==> src/rtl/lcd_pkg.sv <==
// lcd_pkg: shared definitions for the ILI9341-class SPI write port.
//   - entry kind encoding carried in the top two bits of each FIFO entry
//   - transmitter FSM state encoding
//   - bit positions of the memory-mapped status word
//   - loadKind(): resolves simultaneous strobes (loadC > loadD16 > loadD8)
package lcd_pkg;

  localparam logic [1:0] KIND_C   = 2'd0;
  localparam logic [1:0] KIND_D8  = 2'd1;
  localparam logic [1:0] KIND_D16 = 2'd2;

  typedef enum logic [2:0] {
    IDLE   = 3'd0,
    SETUP  = 3'd1,
    SCK_HI = 3'd2,
    SCK_LO = 3'd3,
    GAP    = 3'd4
  } lcdState_t;

  localparam int STAT_BUSY  = 0;
  localparam int STAT_FULL  = 1;
  localparam int STAT_OVF   = 2;
  localparam int STAT_EMPTY = 3;

  // Only meaningful when at least one strobe is high.
  function automatic logic [1:0] loadKind(input logic c, input logic d16);
    if (c) return KIND_C;
    if (d16) return KIND_D16;
    return KIND_D8;
  endfunction

endpackage

==> src/rtl/lcd_fifo.sv <==
// lcd_fifo: synchronous write FIFO with first-word fall-through read.
// Ports:
//   clk, rst_n     clock, asynchronous active-low reset
//   push, din      write request and entry
//   pop, dout      read request; dout always shows the oldest entry
//   full, empty    occupancy flags
//   level          number of stored entries (0..DEPTH)
// Handshake: a push is accepted when !full or when a pop is accepted in the
// same cycle (the pop frees the slot); a pop is accepted when !empty.
// Refused requests have no effect. DEPTH must be a power of two, >= 2.
module lcd_fifo #(
  parameter int WIDTH = 18,
  parameter int DEPTH = 4
) (
  input  logic                     clk,
  input  logic                     rst_n,
  input  logic                     push,
  input  logic [WIDTH-1:0]         din,
  input  logic                     pop,
  output logic [WIDTH-1:0]         dout,
  output logic                     full,
  output logic                     empty,
  output logic [$clog2(DEPTH):0]   level
);

  localparam int AW = $clog2(DEPTH);

  logic [WIDTH-1:0] mem [DEPTH];
  logic [AW-1:0]    wrPtr;
  logic [AW-1:0]    rdPtr;
  logic [AW:0]      count;
  logic             doPush;
  logic             doPop;

  assign doPop  = pop && !empty;
  assign doPush = push && (!full || doPop);

  assign full  = (count == (AW+1)'(DEPTH));
  assign empty = (count == '0);
  assign level = count;
  assign dout  = mem[rdPtr];

  // Storage carries no reset: contents are only visible through count.
  always_ff @(posedge clk) begin
    if (doPush) mem[wrPtr] <= din;
  end

  // Pointers wrap naturally because DEPTH is a power of two.
  always_ff @(posedge clk or negedge rst_n) begin
    if (!rst_n) begin
      wrPtr <= '0;
      rdPtr <= '0;
      count <= '0;
    end else begin
      if (doPush) wrPtr <= wrPtr + 1'b1;
      if (doPop)  rdPtr <= rdPtr + 1'b1;
      case ({doPush, doPop})
        2'b10:   count <= count + 1'b1;
        2'b01:   count <= count - 1'b1;
        default: count <= count;
      endcase
    end
  end

endmodule

==> src/rtl/lcd_spi_ctrl.sv <==
// lcd_spi_ctrl: 4-wire SPI write port for ILI9341-class panels, driven by
// the Hack CPU strobes. Writes go into a FIFO; a small FSM shifts each entry
// out MSB first (SPI mode 0) and holds chip select low across back-to-back
// frames. All panel outputs are registered and follow the FSM state by one
// clock, so a write at edge N shows cs_n=0 and the first bit after edge N+2.
// Ports:
//   clk, rst_n        system clock, asynchronous active-low reset
//   loadC             enqueue in[7:0] as a command (dc=0)
//   loadD8            enqueue in[7:0] as data (dc=1)
//   loadD16           enqueue in[15:0] as data (dc=1)
//   loadR             (LCD_REPEAT_EN only) capture in[15:0] as repeat count
//   in[15:0]          write data
//   out[15:0]         status: [0] busy [1] full [2] overflow (sticky)
//                     [3] empty [7:4] fill level [15:8] zero
//   lcd_cs_n, lcd_dc, lcd_sck, lcd_sdo   panel SPI pins
// Build option: define LCD_REPEAT_EN to send each D16 entry rep+1 times
// inside one chip-select burst (rectangle fills).
module lcd_spi_ctrl
  import lcd_pkg::*;
#(
  parameter int DIV        = 1,
  parameter int FIFO_DEPTH = 4,
  parameter int CS_GAP     = 2
) (
  input  logic        clk,
  input  logic        rst_n,
  input  logic        loadC,
  input  logic        loadD8,
  input  logic        loadD16,
`ifdef LCD_REPEAT_EN
  input  logic        loadR,
`endif
  input  logic [15:0] in,
  output logic [15:0] out,
  output logic        lcd_cs_n,
  output logic        lcd_dc,
  output logic        lcd_sck,
  output logic        lcd_sdo
);

  localparam int DW = $clog2(DIV) + 1;
  localparam int GW = $clog2(CS_GAP + 1) + 1;
  localparam int LW = $clog2(FIFO_DEPTH) + 1;

  lcdState_t     state;
  logic [DW-1:0] divCnt;
  logic [GW-1:0] gapCnt;
  logic [3:0]    bitCnt;
  logic [15:0]   shiftReg;
  logic          wide;
  logic          dcReg;
  logic          lastLo;
  logic          ovf;

  logic          wrReq;
  logic [17:0]   fifoDin;
  logic [17:0]   fifoDout;
  logic          fifoFull;
  logic          fifoEmpty;
  logic [LW-1:0] fifoLevel;
  logic          popReq;
  logic          divDone;
  logic          gapDone;
  logic          active;
  logic [3:0]    lastBit;
  logic          busy;

`ifdef LCD_REPEAT_EN
  logic [15:0]   rep;
  logic [15:0]   repCnt;
  logic [15:0]   wordReg;
`endif

  assign wrReq   = loadC || loadD8 || loadD16;
  assign fifoDin = {loadKind(loadC, loadD16), in};

  assign divDone = (divCnt == DW'(DIV - 1));
  assign gapDone = (int'(gapCnt) + 1 >= CS_GAP);
  assign active  = (state == SETUP) || (state == SCK_HI) || (state == SCK_LO);
  assign lastBit = wide ? 4'd15 : 4'd7;

  // Pop from IDLE, or at the end of the final low phase of a frame so the
  // next frame follows with chip select still asserted.
  assign popReq = !fifoEmpty &&
                  ((state == IDLE) || (state == SCK_LO && divDone && lastLo));

  assign busy = !fifoEmpty || (state != IDLE);

  lcd_fifo #(
    .WIDTH (18),
    .DEPTH (FIFO_DEPTH)
  ) uFifo (
    .clk   (clk),
    .rst_n (rst_n),
    .push  (wrReq),
    .din   (fifoDin),
    .pop   (popReq),
    .dout  (fifoDout),
    .full  (fifoFull),
    .empty (fifoEmpty),
    .level (fifoLevel)
  );

  // A write is lost only when the FIFO is full and nothing leaves this cycle.
  always_ff @(posedge clk or negedge rst_n) begin
    if (!rst_n) ovf <= 1'b0;
    else if (wrReq && fifoFull && !popReq) ovf <= 1'b1;
  end

`ifdef LCD_REPEAT_EN
  always_ff @(posedge clk or negedge rst_n) begin
    if (!rst_n) rep <= '0;
    else if (loadR) rep <= in;
  end
`endif

  always_comb begin
    out = '0;
    out[STAT_BUSY]  = busy;
    out[STAT_FULL]  = fifoFull;
    out[STAT_OVF]   = ovf;
    out[STAT_EMPTY] = fifoEmpty;
    out[7:4]        = 4'(fifoLevel);
  end

  always_ff @(posedge clk or negedge rst_n) begin
    if (!rst_n) begin
      state    <= IDLE;
      divCnt   <= '0;
      gapCnt   <= '0;
      bitCnt   <= '0;
      shiftReg <= '0;
      wide     <= 1'b0;
      dcReg    <= 1'b0;
      lastLo   <= 1'b0;
`ifdef LCD_REPEAT_EN
      repCnt   <= '0;
      wordReg  <= '0;
`endif
      lcd_cs_n <= 1'b1;
      lcd_sck  <= 1'b0;
      lcd_sdo  <= 1'b0;
      lcd_dc   <= 1'b0;
    end else begin
      lcd_cs_n <= !active;
      lcd_sck  <= (state == SCK_HI);
      lcd_sdo  <= active && shiftReg[15];
      lcd_dc   <= dcReg;

      if (popReq) begin
        // Shift register is MSB-aligned: byte entries sit in the upper half.
        state    <= SETUP;
        divCnt   <= '0;
        bitCnt   <= '0;
        lastLo   <= 1'b0;
        wide     <= (fifoDout[17:16] == KIND_D16);
        dcReg    <= (fifoDout[17:16] != KIND_C);
        shiftReg <= (fifoDout[17:16] == KIND_D16) ? fifoDout[15:0]
                                                   : {fifoDout[7:0], 8'h00};
`ifdef LCD_REPEAT_EN
        wordReg  <= fifoDout[15:0];
        repCnt   <= (fifoDout[17:16] == KIND_D16) ? rep : 16'd0;
`endif
      end else begin
        case (state)
          IDLE: begin
            divCnt <= '0;
          end
          SETUP: begin
            if (divDone) begin
              divCnt <= '0;
              state  <= SCK_HI;
            end else begin
              divCnt <= divCnt + 1'b1;
            end
          end
          SCK_HI: begin
            if (divDone) begin
              divCnt <= '0;
              state  <= SCK_LO;
              if (bitCnt == lastBit) begin
`ifdef LCD_REPEAT_EN
                // Repeats reload the word and continue without a SETUP phase.
                if (repCnt != 16'd0) begin
                  repCnt   <= repCnt - 1'b1;
                  shiftReg <= wordReg;
                  bitCnt   <= '0;
                end else begin
                  lastLo <= 1'b1;
                end
`else
                lastLo <= 1'b1;
`endif
              end else begin
                shiftReg <= {shiftReg[14:0], 1'b0};
                bitCnt   <= bitCnt + 1'b1;
              end
            end else begin
              divCnt <= divCnt + 1'b1;
            end
          end
          SCK_LO: begin
            if (divDone) begin
              divCnt <= '0;
              if (lastLo) begin
                lastLo <= 1'b0;
                gapCnt <= '0;
                state  <= GAP;
              end else begin
                state <= SCK_HI;
              end
            end else begin
              divCnt <= divCnt + 1'b1;
            end
          end
          GAP: begin
            if (gapDone) state <= IDLE;
            else gapCnt <= gapCnt + 1'b1;
          end
          default: state <= IDLE;
        endcase
      end
    end
  end

endmodule
==> config.mk <==
export PLATFORM = sky130hd
export DESIGN_NAME = lcd_spi_ctrl
export DESIGN_NICKNAME = d
export VERILOG_FILES = /design/src/rtl/lcd_pkg.sv /design/src/rtl/lcd_fifo.sv /design/src/rtl/lcd_spi_ctrl.sv
export SDC_FILE = /design/constraint.sdc
export NUM_CORES = 1
export LEC_CHECK = 0
export ABC_AREA = 1
export CAP_MARGIN = 30
export CORE_MARGIN = 2
export CORE_UTILIZATION = 45
export DETAILED_ROUTE_END_ITERATION = 16
export REMOVE_ABC_BUFFERS = 1
export SETUP_SLACK_MARGIN = 0.05
export SLEW_MARGIN = 30
export SYNTH_ARGS = -nofsm -noshare
export SYNTH_HDL_FRONTEND = slang
export SYNTH_SLANG_ARGS = --single-unit
==> constraint.sdc <==
create_clock -name clk -period 4.9 [get_ports clk]
set_clock_uncertainty 0.1 [all_clocks]
set_input_delay 0.49 -clock clk [delete_from_list [all_inputs] [get_ports clk]]
set_output_delay 0.49 -clock clk [all_outputs]
set_load 0.01 [all_outputs]
== After elaboration in Yosys (flattened, before gate mapping) ==
Memory sizes are Yosys's and may differ from the RTL's.
Cells that the tools add are included.

* Bits in registers: 42
* Latch bits: 0
* RAM bits: 72
* ROM bits: 0
* Bits of input ports: 21
* Output and inout port bits: 20
* Word-level logic and storage cells: 120
* Memories: 1

{| class="wikitable"
|+ Memories
! name !! words !! bits a word !! rd ports !! clocked after memory_dff !! wr ports !! line !! RTL
|-
| uFifo.mem || 4 || 18 || 1 || 0 || 1 || lcd_fifo.sv:28 || <nowiki>logic [WIDTH-1:0] mem [DEPTH];</nowiki>
|}

* $add $sub $neg: 8
* Multipliers: 0
* Divide/modulo/power cells: 0
* $lt $le $gt $ge: 1
* Eq/ne operators: 20
* Shift operators: 0
* Multiplexer cells: 39
* Bitwise gates (word level): 2
* Reduce and logical (&&, ||, !) cells: 33

{| class="wikitable"
|+ Operator list
! cell !! count
|-
| 16-bit two-way mux || 5
|-
| 3-bit two-way mux || 9
|-
| 4-bit two-way mux || 5
|-
| 3-bit case mux with 5 select lines || 1
|-
| 3-bit inequality test (second input constant) || 4
|-
| 3-bit case mux with 2 select lines || 2
|-
| 1-bit two-way mux || 11
|-
| 2-bit inequality test (second input constant) || 5
|-
| 5-bit AND reduction || 2
|-
| 3-bit nonzero test || 3
|-
| 1-bit logical AND || 8
|-
| 2-bit two-way mux || 4
|-
| 2-bit nonzero test || 4
|-
| 1-bit logical OR || 7
|-
| 3-bit by 1-bit adder with 3-bit output (second input constant) || 2
|-
| 3-bit by 2-bit == test with 1-bit output (second input constant) || 2
|-
| 3-bit == test (second input constant) || 2
|-
| 3-bit logical NOT || 2
|-
| 2-bit by 1-bit adder with 2-bit output (second input constant) || 2
|-
| 3-bit by 1-bit adder with 4-bit output (second input constant) || 1
|-
| 4-bit by 1-bit adder with 4-bit output (second input constant) || 1
|-
| 2-bit == test (second input constant) || 2
|-
| 4-bit == test || 1
|-
| 4-bit by 2-bit greater-or-equal comparator with 1-bit output (second input constant) || 1
|-
| 12 further kinds || 17
|}

== Depth between registers and ports, before layout ==
* Depth in word-level cells: 10
* Gate-level depth with buffers: 13
* Mapped depth without buffers: 12

== Cells and area by module ==
Synthesis repeated with hierarchy kept, for this count alone.

* Cells, all modules: 533
* Area, all modules: 5,186.2 um^2

{| class="wikitable"
|+ By module, submodules not included
! module !! times used !! cells an instance !! area each (um^2) !! seq. area each (um^2)
|-
| lcd_fifo || 1 || 255 || 3,191.8 || 2,337.2
|-
| lcd_spi_ctrl || 1 || 278 || 1,994.4 || 852.1
|}

== Worst setup path after synthesis ==
No wires, ideal clock.

* Path type: flip-flop to flip-flop
* Start: reg state[1]
* End: mem uFifo.mem[0][0] (enable)
* Library setup time: 0.393 ns
* Arrival: 1.768 ns
* Data required time: 4.407 ns
* Path slack: 2.639 ns
* Cell stages (with the launch flop): 8
* Path buffers: 0
* Clock period less this slack: 2.261 ns
* Cells stage by stage: dfrtp_1 nor2_1 nand2_1 nand2_1 nand2_4 nand2_1 nand2_2 nor2_1

* Longest elaborated chain between the ends: 10
* Elaborated cells between the ends (all ways): 11
* Classes of those cells: eq/ne (1); mux (2); reduce/logical (8)

{| class="wikitable"
|+ Ends and longest elaborated chain
! element !! line !! RTL
|-
| from (decl) || lcd_spi_ctrl.sv:45 || <nowiki>lcdState_t state;</nowiki>
|-
| from (signal assigned) || lcd_spi_ctrl.sv:128 || <nowiki>state <= IDLE;</nowiki>
|-
| from (signal assigned) || lcd_spi_ctrl.sv:152 || <nowiki>state <= SETUP;</nowiki>
|-
| from (signal assigned) || lcd_spi_ctrl.sv:172 || <nowiki>state <= SCK_HI;</nowiki>
|-
| 3-bit by 2-bit == test with 1-bit output || lcd_spi_ctrl.sv:85 || <nowiki>((state == IDLE) || (state == SCK_LO && divDone && lastLo));</nowiki>
|-
| 1-bit logical AND (2 in a row) || lcd_spi_ctrl.sv:85 ||
|-
| 1-bit logical OR * || lcd_spi_ctrl.sv:85 ||
|-
| 1-bit logical AND * || lcd_spi_ctrl.sv:84 || <nowiki>assign popReq = !fifoEmpty &&</nowiki>
|-
| 1-bit logical AND * || lcd_fifo.sv:35 || <nowiki>assign doPop = pop && !empty;</nowiki>
|-
| 1-bit logical OR * || lcd_fifo.sv:36 || <nowiki>assign doPush = push && (!full || doPop);</nowiki>
|-
| 1-bit logical AND * || lcd_fifo.sv:36 ||
|-
| 1-bit two-way mux * || lcd_fifo.sv:45 || <nowiki>if (doPush) mem[wrPtr] <= din;</nowiki>
|-
| 1-bit two-way mux (not written as such) * || lcd_fifo.sv:45 ||
|-
| to (decl) || lcd_fifo.sv:28 ||
|}

Mark *: on every way between the ends. The rest lies on a longest branch, timed or not.

== Worst setup path in the final report ==
* Start: reg state[1]
* End: mem uFifo.mem[2][3] (enable)

The elaborated chain is that of the path after synthesis.

==> out/results.txt <==
run status - finished, final reports clean
first-pass GRT wire length - 16400 um
clock power share - 0.256
Final setup viols - 0
final worst path period need - 2650 ps
Synth Flop Type - edfxtp_1
synthesized area - 5060 um2
initial antenna violation count - 0
Tcrit/Tclk final - 0.542
largest fanout on the critical path - 24
Row Count - 38
flops & latches, synth - 113
Wirelength per Cell - 14.4 um
Crit. End Element - register
Internal Power - 2.61 mW
main area contributors after synthesis - edfxtp_1 43%, dfrtp_1 20%, nand2_1 11%
Switching Power - 1.59 mW
asr flop ratio synth - 0.363
die height - 110 um
core area - 10900 um2
post-synthesis cell count - 499
post-synth top area share - 0.427
routability congestion estimate - 0.791
Detailed Routing Iterations Pass 1 - 4
YS warnings - 0
Final HPWL DP - 6600 um
GR Util All Layers - 0.186
Area Growth Syn to Fin - 17.8%
clock tree buffer depth - 2
most frequent cell after synthesis - nand2_1
Die Width - 110 um
Max IR drop VDD - 375 uV
Crit Path Class - reg2reg
Setup Buffers After CTS - 0
layout cells sized above 1 - 0.0931
Ports - 41
TNS Setup - 0 ps
total CTS buffers - 17
DR vias - 3357
Cell variety after synth - 38
largest net degree at the start of global routing - 46
type of origin of the critical path - register
Via density - 4.88
max_cap viols - 0
Total Nets Final - 565
TritonCTS clock tree - yes
commonest cells in the netlist - 154 x nand2_1, 72 x edfxtp_1, 44 x nand3_1
IO buf count - 31
drt first-iter violations - 210
CP arrival - 2770 ps
total gr overflow - 0
LEAKAGE - 2.61 nW
syn_area_per_cell - 10.1 um2
FILL cells - 945
Net Sw Frac - 0.379
clock transition at the registers of the reported paths - 60 ps
Worst Tran Pin Value - 849 ps
RSZ-0062 raised after global routing - false
dominant cell type by area after synthesis - edfxtp_1
worst skew pair latency - 510 ps
Achievable Freq - 377 MHz
DRC errors left - 0
EDFF count, synth - 72
CP required - 5010 ps
reg-to-reg slack, setup - 2250 ps
clock root cell - clkbuf_8
Cell Pwr Density - 705 nW/um2
initial core utilization - 0.465
PostCTS Resize Cnt - 0
fin util - 0.548
Final Hold Fails - 0
CTS H-tree lvls - 4
sequential cell area fraction in the yosys report - 0.630
Routed WL - 9920 um
die footprint - 12100 um2
Gate power share - 0.376
n_diodes - 0
register share of total power - 0.368
vias in the first global route - 3262
antenna-violating nets left - 0
pins over their slew limit - 0
Rel. slew slack - 0.432
Hold Path Class - reg2reg
# clock sinks - 113
[cell type report]
| class | instances | area [um2] | share of cell area |
|---|---|---|---|
| Timing Repair Buffer | 39 | 370 | 0.0621 |
| Tap cell | 140 | 175 | 0.0294 |
| Inverter | 46 | 175 | 0.0294 |
| Sequential cell | 113 | 3190 | 0.535 |
| Clock inverter | 6 | 30.0 | 0.00503 |
| Clock buffer | 26 | 499 | 0.0837 |
| Multi-Input combinational cell | 318 | 1530 | 0.256 |
[state kept, by name, summed over array words and instances (netlist names), 2 cells and up]
register	flops
uFifo.wrPtr	2
state	3
uFifo.mem	72
uFifo.level	3
uFifo.rdPtr	2
shiftReg	16
gapCnt	3
bitCnt	4
[critical path, stage by stage (launching register included)]
cell and delay, ps:
dfrtp_1 400, nor2_1 180, nand2_1 70, nand2_1 110, nand2_4 190, nand2_1 130, nand2_2 140, nor2_1 680
buf_4 330
[cell families after synthesis]
logic type	after synthesis	synth area share
AOI/OAI and AO/OA	42	0.0462
xor gates and xnor gates	5	0.00865
adders and majority gates	9	0.0237
buffers and inverters	76	0.0746
DFF	113	0.630
muxes	1	0.00198
other	1	0.000741
and+or+nand+nor	252	0.214
[timing repair]
item	4_1_cts	5_1_grt
setup endpoints to repair	0	0
endpoints found under the hold margin	0	40
hold buffers	0	1
[power by group through the flow]
stage / clock network [mW] / logic, mW / registers [mW]
after floorplan: 0 / 1.03 / 1.60
after global placement: 0 / 1.58 / 1.55
after detailed placement: 0 / 1.61 / 1.56
after CTS: 1.10 / 1.61 / 1.55
after global routing: 1.15 / 1.80 / 1.58
final: 1.08 / 1.58 / 1.55
[cell usage in the layout (no fill, tap or decap), types with 3 or more instances in the layout]
cell             count
conb_1               9
nand2_1            154
o21ai_0             16
or2_0                6
buf_4                8
dfrtp_1             40
clkinv_2             6
nor2_1              34
ha_1                 8
o21ai_1              4
clkbuf_16           17
edfxtp_1            72
clkbuf_8             4
nand2_2              3
xor2_1               3
a21oi_1             12
nand3_1             44
inv_2                4
inv_1               41
clkbuf_1             5
clkdlybuf4s50_1     30
[worst paths after layout]
kind                       cells past startpoint         endpoint      from
min                                            0           lcd_dc     dcReg
max reg2reg                                    8  uFifo.mem[2][3]  state[1]
max in group asynchronous                      2         lcd_cs_n     rst_n
min in group asynchronous                      2            dcReg     rst_n
min reg2reg                                    0           lcd_dc     dcReg
max                                            8  uFifo.mem[2][3]  state[1]
[metrics by stage]
stage | setup slack (ps) | instance area (um2) | cells | hold WS (ps) | power, mW
2_1_floorplan | 2490 | 4890 | 477 | 94.4 | 2.62
3_3_place_gp | 2080 | 5420 | 655 | 274 | 3.13
3_5_place_dp | 2070 | 5420 | 655 | 278 | 3.17
4_1_cts | 2170 | 5950 | 687 | 29.7 | 4.26
5_1_grt | 2020 | 5960 | 688 | 312 | 4.54
6_report | 2250 | 5960 | 688 | 288 | 4.21
[per-layer routing]
layer,track usage,part of all wire,vias up
met5,0,0,-
met4,0.0787,0.011,0
met3,0.0488,0.046,9
met2,0.302,0.50,84
met1,0.236,0.45,1577
li1,-,-,1687
(Power assumes the default switching activity.)
